$ cat config.mk
export PLATFORM = sky130hd
export DESIGN_NAME = control_unit
export DESIGN_NICKNAME = d
export VERILOG_FILES = /design/src/rtl/fewcore_pkg.sv /design/src/rtl/control_unit_imm_gen.sv /design/src/rtl/control_unit.sv
export SDC_FILE = /design/constraint.sdc
export NUM_CORES = 1
export LEC_CHECK = 0
export CAP_MARGIN = 30
export CORE_MARGIN = 3
export CORE_UTILIZATION = 30
export CTS_BUF_LIST = sky130_fd_sc_hd__clkbuf_2
export DETAILED_ROUTE_END_ITERATION = 10
export PLACE_DENSITY = 0.61
export SLEW_MARGIN = 0
export SYNTH_ARGS = -nofsm -noshare
export SYNTH_HDL_FRONTEND = slang
export SYNTH_HIERARCHICAL = 1
export SYNTH_SLANG_ARGS = --single-unit
export TNS_END_PERCENT = 1
$ cat constraint.sdc
create_clock -name clk -period 8.43 [get_ports clk]
set_clock_uncertainty 0.2 [all_clocks]
set_input_delay 0.843 -clock clk [delete_from_list [all_inputs] [get_ports clk]]
set_output_delay 0.843 -clock clk [all_outputs]
set_load 0.05 [all_outputs]
$ cat src/rtl/fewcore_pkg.sv
// fewcore_pkg: shared definitions for the fewcore control unit.
//   - RV32I opcode constants for the supported instruction classes
//   - control FSM state enum
//   - bit positions of the fields inside the 12-bit ALU operation code
//   - small decode helpers used by the control unit
package fewcore_pkg;

  localparam logic [6:0] OPC_OP     = 7'b0110011;
  localparam logic [6:0] OPC_OP_IMM = 7'b0010011;
  localparam logic [6:0] OPC_LOAD   = 7'b0000011;
  localparam logic [6:0] OPC_STORE  = 7'b0100011;
  localparam logic [6:0] OPC_BRANCH = 7'b1100011;
  localparam logic [6:0] OPC_JAL    = 7'b1101111;
  localparam logic [6:0] OPC_JALR   = 7'b1100111;
  localparam logic [6:0] OPC_LUI    = 7'b0110111;
  localparam logic [6:0] OPC_AUIPC  = 7'b0010111;

  typedef enum logic [2:0] {
    S_FETCH,
    S_DECODE,
    S_EXECUTE,
    S_RESULT,
    S_MEM,
    S_WRITEBACK,
    S_HALT
  } state_e;

  // operation = {b11, b10, funct3, opcode}
  localparam int OPN_OPCODE_LSB = 0;
  localparam int OPN_FUNCT3_LSB = 7;
  localparam int OPN_B10        = 10;
  localparam int OPN_B11        = 11;

  function automatic logic is_supported(input logic [6:0] opc);
    return (opc == OPC_OP)    || (opc == OPC_OP_IMM) || (opc == OPC_LOAD)  ||
           (opc == OPC_STORE) || (opc == OPC_BRANCH) || (opc == OPC_JAL)   ||
           (opc == OPC_JALR)  || (opc == OPC_LUI)    || (opc == OPC_AUIPC);
  endfunction

  function automatic logic [11:0] encode_operation(input logic [31:0] ir);
    logic [6:0]  opc;
    logic [2:0]  f3;
    logic [11:0] op;
    opc = ir[6:0];
    f3  = ir[14:12];
    op  = '0;
    op[OPN_OPCODE_LSB +: 7] = opc;
    // U/J formats carry no funct3; those bits belong to the immediate.
    if (opc != OPC_LUI && opc != OPC_AUIPC && opc != OPC_JAL)
      op[OPN_FUNCT3_LSB +: 3] = f3;
    // instr[30] selects SRA/SRAI vs SRL/SRLI and SUB vs ADD.
    op[OPN_B10] = (opc == OPC_OP_IMM) && (f3 == 3'b101) && ir[30];
    op[OPN_B11] = (opc == OPC_OP) && ir[30];
    return op;
  endfunction

  // funct3[1:0]: 00 byte, 01 halfword, 1x word.
  function automatic logic access_misaligned(input logic [2:0] funct3,
                                             input logic [1:0] off);
    case (funct3[1:0])
      2'b00:   return 1'b0;
      2'b01:   return off[0];
      default: return off != 2'b00;
    endcase
  endfunction

endpackage

$ cat src/rtl/control_unit_imm_gen.sv
// imm_gen: combinational immediate extraction from the instruction register.
// Ports:
//   ir     in   32    instruction word
//   imm_i  out  XLEN  sign-extended I-type immediate
//   imm_s  out  XLEN  sign-extended S-type immediate
//   imm_b  out  XLEN  sign-extended B-type immediate (byte offset)
//   imm_u  out  XLEN  U-type immediate (upper 20 bits, low 12 zero)
//   imm_j  out  XLEN  sign-extended J-type immediate (byte offset)
module imm_gen #(
  parameter int XLEN = 32
) (
  input  logic [31:0]     ir,
  output logic [XLEN-1:0] imm_i,
  output logic [XLEN-1:0] imm_s,
  output logic [XLEN-1:0] imm_b,
  output logic [XLEN-1:0] imm_u,
  output logic [XLEN-1:0] imm_j
);

  logic signed [31:0] i32, s32, b32, u32, j32;

  assign i32 = {{20{ir[31]}}, ir[31:20]};
  assign s32 = {{20{ir[31]}}, ir[31:25], ir[11:7]};
  assign b32 = {{19{ir[31]}}, ir[31], ir[7], ir[30:25], ir[11:8], 1'b0};
  assign u32 = {ir[31:12], 12'b0};
  assign j32 = {{11{ir[31]}}, ir[31], ir[19:12], ir[20], ir[30:21], 1'b0};

  // Signed sources, so widening to XLEN sign-extends.
  assign imm_i = XLEN'(i32);
  assign imm_s = XLEN'(s32);
  assign imm_b = XLEN'(b32);
  assign imm_u = XLEN'(u32);
  assign imm_j = XLEN'(j32);

endmodule

$ cat src/rtl/control_unit.sv
// control_unit: multi-cycle RV32I sequencer for the fewcore datapath.
// Fetches into the IR, decodes to an ALU operation + operands, sequences
// data-memory access and register writeback, and owns the PC.
// Ports:
//   clk, rst_n                      clock, asynchronous active-low reset
//   imem_req/addr/ready/rdata       instruction fetch handshake
//   rs1_addr/rs2_addr, rs1/2_data   combinational register-file reads
//   rd_addr/rd_we/rd_wdata          register-file write (one-cycle strobe)
//   operation/opr1/opr2, pc         ALU inputs (sampled at end of EXECUTE)
//   alu_out, zero                   registered ALU result, valid in RESULT
//   dmem_req/we/be/addr/wdata       data-memory request, held until ready
//   dmem_ready/rdata                data-memory completion
//   illegal                         sticky: unsupported opcode/misaligned
module control_unit
  import fewcore_pkg::*;
#(
  parameter int              XLEN     = 32,
  parameter logic [XLEN-1:0] RESET_PC = '0
) (
  input  logic            clk,
  input  logic            rst_n,
  output logic            imem_req,
  output logic [XLEN-1:0] imem_addr,
  input  logic            imem_ready,
  input  logic [31:0]     imem_rdata,
  output logic [4:0]      rs1_addr,
  output logic [4:0]      rs2_addr,
  input  logic [XLEN-1:0] rs1_data,
  input  logic [XLEN-1:0] rs2_data,
  output logic [4:0]      rd_addr,
  output logic            rd_we,
  output logic [XLEN-1:0] rd_wdata,
  output logic [11:0]     operation,
  output logic [XLEN-1:0] opr1,
  output logic [XLEN-1:0] opr2,
  output logic [XLEN-1:0] pc,
  input  logic [XLEN-1:0] alu_out,
  input  logic            zero,
  output logic            dmem_req,
  output logic            dmem_we,
  output logic [3:0]      dmem_be,
  output logic [XLEN-1:0] dmem_addr,
  output logic [31:0]     dmem_wdata,
  input  logic            dmem_ready,
  input  logic [31:0]     dmem_rdata,
  output logic            illegal
);

  state_e state_q, state_d;

  logic [XLEN-1:0] pc_q;
  logic [31:0]     ir_q;
  logic [XLEN-1:0] alu_q;       // ALU result captured in RESULT
  logic [XLEN-1:0] load_q;      // extended load data
  logic [XLEN-1:0] mem_addr_q;
  logic [31:0]     mem_wdata_q;
  logic [3:0]      mem_be_q;

  logic [6:0] opcode;
  logic [2:0] funct3;
  logic [4:0] rd;

  assign opcode = ir_q[6:0];
  assign funct3 = ir_q[14:12];
  assign rd     = ir_q[11:7];

  logic is_op, is_branch, is_load, is_store, is_jal, is_jalr, is_lui, is_auipc;

  assign is_op     = (opcode == OPC_OP);
  assign is_branch = (opcode == OPC_BRANCH);
  assign is_load   = (opcode == OPC_LOAD);
  assign is_store  = (opcode == OPC_STORE);
  assign is_jal    = (opcode == OPC_JAL);
  assign is_jalr   = (opcode == OPC_JALR);
  assign is_lui    = (opcode == OPC_LUI);
  assign is_auipc  = (opcode == OPC_AUIPC);

  logic [XLEN-1:0] imm_i, imm_s, imm_b, imm_u, imm_j;

  imm_gen #(.XLEN(XLEN)) u_imm_gen (
    .ir    (ir_q),
    .imm_i (imm_i),
    .imm_s (imm_s),
    .imm_b (imm_b),
    .imm_u (imm_u),
    .imm_j (imm_j)
  );

  // PC arithmetic wraps naturally at XLEN bits.
  logic [XLEN-1:0] pc_plus4, pc_branch, pc_jal, jalr_sum, jalr_target;

  assign pc_plus4    = pc_q + XLEN'(4);
  assign pc_branch   = pc_q + imm_b;
  assign pc_jal      = pc_q + imm_j;
  assign jalr_sum    = rs1_data + imm_i;
  assign jalr_target = {jalr_sum[XLEN-1:1], 1'b0};

  logic misaligned;
  assign misaligned = access_misaligned(funct3, alu_out[1:0]);

  // Store byte enables and lane-shifted data, from the address in RESULT.
  logic [3:0]  st_be;
  logic [31:0] st_data;
  logic [4:0]  st_shift;

  assign st_shift = {alu_out[1:0], 3'b000};

  // NOTE: every always_comb output gets a default first, so no path can
  // leave a value unassigned and infer a latch.
  always_comb begin
    st_be   = 4'b0000;
    st_data = '0;
    case (funct3[1:0])
      2'b00: begin
        st_be   = 4'b0001 << alu_out[1:0];
        st_data = 32'(rs2_data[7:0]) << st_shift;
      end
      2'b01: begin
        st_be   = 4'b0011 << alu_out[1:0];
        st_data = 32'(rs2_data[15:0]) << st_shift;
      end
      default: begin
        st_be   = 4'b1111;
        st_data = rs2_data[31:0];
      end
    endcase
  end

  // Load data extraction; the byte offset was captured with alu_q.
  logic [31:0]     ld_shifted;
  logic [XLEN-1:0] ld_value;

  assign ld_shifted = dmem_rdata >> {alu_q[1:0], 3'b000};

  always_comb begin
    ld_value = '0;
    case (funct3)
      3'b000:  ld_value = XLEN'($signed(ld_shifted[7:0]));
      3'b001:  ld_value = XLEN'($signed(ld_shifted[15:0]));
      3'b100:  ld_value = XLEN'(ld_shifted[7:0]);
      3'b101:  ld_value = XLEN'(ld_shifted[15:0]);
      default: ld_value = XLEN'($signed(ld_shifted));
    endcase
  end

  // Next-state logic.
  always_comb begin
    state_d = state_q;
    case (state_q)
      S_FETCH:     if (imem_ready) state_d = S_DECODE;
      S_DECODE:    state_d = is_supported(opcode) ? S_EXECUTE : S_HALT;
      S_EXECUTE:   state_d = S_RESULT;
      S_RESULT: begin
        if (is_branch)                state_d = S_FETCH;
        else if (is_load || is_store) state_d = misaligned ? S_HALT : S_MEM;
        else                          state_d = S_WRITEBACK;
      end
      S_MEM:       if (dmem_ready) state_d = is_store ? S_FETCH : S_WRITEBACK;
      S_WRITEBACK: state_d = S_FETCH;
      S_HALT:      state_d = S_HALT;
      default:     state_d = S_HALT;
    endcase
  end

  // NOTE: sequential state uses non-blocking assignments so every register
  // samples pre-edge values regardless of statement order.
  always_ff @(posedge clk or negedge rst_n) begin
    if (!rst_n) state_q <= S_FETCH;
    else        state_q <= state_d;
  end

  always_ff @(posedge clk or negedge rst_n) begin
    if (!rst_n) begin
      pc_q        <= RESET_PC;
      ir_q        <= '0;
      alu_q       <= '0;
      load_q      <= '0;
      mem_addr_q  <= '0;
      mem_wdata_q <= '0;
      mem_be_q    <= '0;
    end else begin
      case (state_q)
        S_FETCH: if (imem_ready) ir_q <= imem_rdata;
        S_RESULT: begin
          // The ALU re-samples every cycle, so its result is kept here for
          // the MEM and WRITEBACK states.
          alu_q       <= alu_out;
          mem_addr_q  <= {alu_out[XLEN-1:2], 2'b00};
          mem_wdata_q <= st_data;
          mem_be_q    <= st_be;
          if (is_branch) pc_q <= zero ? pc_branch : pc_plus4;
        end
        S_MEM: begin
          if (dmem_ready) begin
            if (is_store) pc_q   <= pc_plus4;
            else          load_q <= ld_value;
          end
        end
        S_WRITEBACK: begin
          if (is_jal)       pc_q <= pc_jal;
          else if (is_jalr) pc_q <= jalr_target;
          else              pc_q <= pc_plus4;
        end
        default: ;
      endcase
    end
  end

  // ALU drive: only meaningful in EXECUTE, zero elsewhere.
  always_comb begin
    operation = '0;
    opr1      = '0;
    opr2      = '0;
    if (state_q == S_EXECUTE) begin
      operation = encode_operation(ir_q);
      opr1      = is_auipc ? pc_q : rs1_data;
      if (is_op || is_branch)    opr2 = rs2_data;
      else if (is_store)         opr2 = imm_s;
      else if (is_lui || is_auipc) opr2 = imm_u;
      else                       opr2 = imm_i;
    end
  end

  always_comb begin
    rd_wdata = alu_q;
    if (is_load)     rd_wdata = load_q;
    else if (is_lui) rd_wdata = imm_u;
  end

  // rst_n gates the fetch request so it drops the instant reset asserts,
  // even though the reset state is FETCH.
  assign imem_req   = rst_n && (state_q == S_FETCH);
  assign imem_addr  = pc_q;
  assign pc         = pc_q;

  assign rs1_addr   = ir_q[19:15];
  assign rs2_addr   = ir_q[24:20];
  assign rd_addr    = rd;
  assign rd_we      = (state_q == S_WRITEBACK) && (rd != 5'd0);

  assign dmem_req   = (state_q == S_MEM);
  assign dmem_we    = (state_q == S_MEM) && is_store;
  assign dmem_be    = dmem_we ? mem_be_q : 4'b0000;
  assign dmem_addr  = mem_addr_q;
  assign dmem_wdata = mem_wdata_q;

  assign illegal    = (state_q == S_HALT);

endmodule

# Word level (Yosys, flattened, before mapping)
# Cells that the tools add are included.
# word_totals
ff_bits	197
latch_bits	0
ram_bits	0
romBits	0
output_inout_bits	260
elab_cells	103
mem_count	0
# classes
addsub	4
mul	0
div	0
n_lt_le_gt_ge	0
n_eq_ne	26
n_shift	5
muxes	30
bitwise	1
reduce_logical	29
# op_table
op	count
$mux 32	12
$pmux 32 s4	1
$add 32x32->32	3
$pmux 32 s3	1
$pmux 32 s2	1
$mux 31	2
$add 32x3->32 const B	1
$shl 16x5->32	1
$shl 8x5->32	1
$shr 32x5->32	1
$eq 7x6->1 const B	3
$eq 7x7->1 const B	3
$mux 3	6
$pmux 3 s6	1
$eq 3x3->1 const B	5
$eq 7x5->1 const B	2
$mux 12	1
$logic_or 1x1->1	11
$logic_and 1x1->1	8
$pmux 4 s2	1
$eq 7x2->1 const B	1
$ne 7x5->1 const B	1
$ne 7x6->1 const B	1
$ne 7x7->1 const B	1
19 further kinds	26

# Logic depth before layout (Yosys ltp)
# logic_depth
word_depth	11
depth_mapped	13
depth_no_buf	12

# By module
# The synthesis kept the hierarchy.
# modules_own_cells
mod	instances	cells_each	area_per_inst_um2	seq_area_each_um2
control_unit	1	2100	16499.6	4179.0
imm_gen	1	161	1204.9	0.0

# Worst setup path after synthesis
# No wires, ideal clock.
# synth_timing
path_kind	register to output
from	reg state_q[0]
to	out operation[10]
arrival_ps	3037
t_required_ps	7387
setup_slack_ps	4350
stages_incl_launch_ff	6
n_path_buf	1
cell_sequence	dfrtp_1 > clkbuf_1 > nor2_1 > and3_1 > nand3_1 > nor4bb_1
# synth_via
elab_chain_len	2
# synth_rtl
item	line_no	text
start, declared	control_unit.sv:49	state_e state_q, state_d;
start signal, assigned	control_unit.sv:169	else state_q <= state_d;
$eq 3x2->1	control_unit.sv:214	if (state_q == S_EXECUTE) begin
$mux 12	control_unit.sv:214	
end, declared	control_unit.sv:33	output logic [11:0] operation,
# No other way between the ends.

# Worst setup path in the final report
# layout_timing
from	reg ir_q[6]
to	out rd_wdata[22]
# layout_via
elab_chain_len	3
elab_cells_between_ends	4
cone_classes	eq/ne: 2; mux: 2
# layout_rtl
item	line_no	text
start, declared	control_unit.sv:52	logic [31:0] ir_q;
start signal, assigned	control_unit.sv:183	S_FETCH: if (imem_ready) ir_q <= imem_rdata;
$eq 7x6->1	control_unit.sv:75	assign is_lui = (opcode == OPC_LUI);
$mux 32	control_unit.sv:227	else if (is_lui) rd_wdata = imm_u;
$mux 32 (*)	control_unit.sv:226	if (is_load) rd_wdata = load_q;
end, declared	control_unit.sv:32	output logic [XLEN-1:0] rd_wdata,
# Every way passes the cells marked *; elsewhere a longest branch is shown, timed or not.

==> impl_metrics.toml <==
[die]
dieArea_sq_mm = 0.06197
fp-row-count = 88
die_h_um = 248.9
start_util_pct = 30.51
core_sq_mm = 0.05803
io_pins = 425
die_w_um = 248.9

[sta]
finalMaxSlewViolations = 0
slew_headroom_pct = 32.53
max_freq_mhz = 174.0
rsz0062_at_grt = "false"
setup_tns_ns = 0
hold_violations = 0
worst_pin_slew_ns = 1.009
finalSetupViolations = 0
min_period_ns = 5.748
finalCritPeriodShare_pct = 68.19

[cts]
cts_root_buf = "clkbuf_2"
numCtsBuffers = 17
htree_levels = 4
post_cts_buffers = 0
clkLatencyLatePin_ns = 0.98
cts_tree = "built"
numClockSinks = 167
cts.clk_slew.worst_paths_ns = 0.28
cts.path.max_buffers = 2

[route]
wl_met1_mm = 34.81
drcViolationCount = 0
drtAntennaViolNets = 0
top_layer_used = "met4"
drtPass1Iterations = 6
via_per_inst = 5.547
drt_iter0_drc = 1719
wl_met2_mm = 35.43
vias = 17580
wl_met3_mm = 5.234
drt_wl_total_mm = 77.03
wl_per_cell_um = 24.30

[grt]
grt-ovfl-total = 0
grt_use_total_pct = 23.95
antenna_found_initial = 9
grt_pass1_wl_mm = 113.3
grt_max_degree = 70
grt_pass1_vias = 16940

[critical_path]
worstPathArrival_ns = 4.71
r2r_slack_ns = 4.08
critical_path.max_fanout = 35
reg2reg_depth = 11
r2r_end = "imem_addr[29]"
r2r-start = "ir_q[31]"
cp-end-kind = "output port"
start_kind = "flip-flop"
critPathKind = "reg2out"
cp.required_ns = 7.39

[final_layout]
final_common_cell = "clkdlybuf4s50_1"
layout_common_cells = "clkdlybuf4s50_1, nand2_1, a21oi_1"
area_growth_pct = 19.55
n_fill_cell = 6041
nets = 2644
drive_above_1_share_pct = 7.429

[place]
hpwl_mm = 60.07
finalWeightedCongestion = 0.9356
port_buffers = 422

[synth]
ys_seq_elements = 167
ys_types = 94
synthMuxAreaShare_pct = 9.767
synth_edf_count = 0
synth_cells = 2261
synth_compound_area_share_pct = 24.25
synth_fa_ha_area_share_pct = 6.912
synth_seq_area_share_pct = 23.60
synthSimpleGateAreaFrac_pct = 17.89
synth_top_family_by_area = "compound AO/OA/AOI/OAI gates"
avgSynthCellArea_sq_um = 7.830
async_reset_ff_share_pct = 100.0
ys_warn_count = 6
synth_ff_type = "dfrtp_1"
synth_xor_area_share_pct = 4.155
synth_area_sq_mm = 0.01770

[flow_run]
drv_cap = 0

[min_path]
hold_path.class = "in2async"

[status]
outcome = "complete, no violations"
## how the worst max path moves through the flow
stage / endpoint / cells past startpoint / slack, ns / from
floorplan: operation[10] / 5 / 4.35 / state_q[0]
global placement: opr2[13] / 7 / 3.70 / ir_q[3]
detailed placement: rd_wdata[22] / 6 / 3.74 / ir_q[6]
CTS: rd_wdata[22] / 6 / 2.63 / ir_q[6]
global route: rd_wdata[12] / 6 / 2.39 / ir_q[6]
finish: rd_wdata[22] / 6 / 2.68 / ir_q[6]
## final cells by class
type	count	area (sq um)	area share, %
flip-flops and latches	167	4184	19.77
diodes	9	22.52	0.1064
multi-input cells	1724	11250	53.17
repair buffers	449	4443	20.99
clock inverters	14	125.1	0.5912
well taps	765	957.2	4.522
clock buffers	18	90.09	0.4256
inverters	24	90.09	0.4256
## cells in the mapped netlist, types with 6 or more instances
master / count / share of area, %
nand4_1: 17 / 0.60
nor2_1: 191 / 4.0
nor3_1: 30 / 0.85
a31oi_1: 17 / 0.60
inv_1: 24 / 0.51
a21o_1: 43 / 1.8
mux2i_1: 94 / 5.3
nand2_1: 276 / 5.9
a211oi_1: 45 / 1.9
buf_2: 24 / 0.68
o31ai_1: 9 / 0.38
and4_1: 6 / 0.30
buf_1: 13 / 0.28
nand3b_1: 6 / 0.25
nor2b_1: 15 / 0.53
or2_2: 8 / 0.28
o21ai_0: 178 / 5.0
xnor2_1: 47 / 2.3
nand3_1: 38 / 1.1
dfrtp_1: 167 / 24
nor3b_1: 7 / 0.30
and2_1: 16 / 0.57
o221ai_1: 6 / 0.30
ha_1: 93 / 6.6
xor2_1: 37 / 1.8
a22oi_1: 30 / 1.3
and3_1: 30 / 1.1
o211ai_1: 11 / 0.47
buf_4: 239 / 10
a21oi_1: 201 / 5.7
o21a_1: 12 / 0.51
o22ai_1: 18 / 0.64
mux2_2: 70 / 4.5
a22o_1: 11 / 0.54
o21ai_1: 11 / 0.31
clkbuf_1: 84 / 1.8
o21bai_1: 8 / 0.34
nand2b_1: 22 / 0.78
## registers in the layout (all words and copies together) (netlist names)
| name | cells |
|---|---|
| dmem_wdata | 32 |
| load_q | 32 |
| alu_q | 32 |
| imem_addr | 32 |
| mem_be_q | 4 |
| ir_q | 32 |
| state_q | 3 |
## through the flow
step,cell area [sq um],hold WS (ns),cells,worst slack (ns),util [%]
2_1_floorplan,17760,0.2415,2275,4.350,-
3_3_place_gp,20890,0.2532,3126,3.696,36.00
3_5_place_dp,20920,0.2640,3128,3.736,36.05
4_1_cts,21140,0.1881,3161,2.627,36.44
5_1_grt,21170,0.1674,3170,2.393,36.48
6_report,21170,0.2405,3170,2.682,36.48
## critical path, stage by stage (launching register included)
cell and delay [ns]:
dfrtp_1 0.60, nor4b_2 0.44, buf_4 0.58, nand2_2 0.72
mux2i_1 0.28, o21ai_0 0.22, clkdlybuf4s50_1 0.86
## logic make-up after synthesis
family          Yosys count
simple gates            691
compound gates          673
buf+inv                 384
flops                   167
mux                     164
fa+ha+maj                96
xor+xnor                 84
other cells               2
## layer usage
metal | up-vias | GRT usage [%]
met5 | - | 0
met4 | 0 | 6.286
met3 | 97 | 4.041
met2 | 754 | 38.01
met1 | 8597 | 33.64
li1 | 8136 | -
## timing repair
item / 4_1_cts / 5_1_grt
gates resized for setup: 0 / 0
endpoints found under the setup margin: 0 / 0
hold endpoints to repair: 63 / 0
hold buffers: 1 / 0
Power is not shown: default switching activity piles up to over one toggle a cycle in this logic, so the estimate is an artifact.
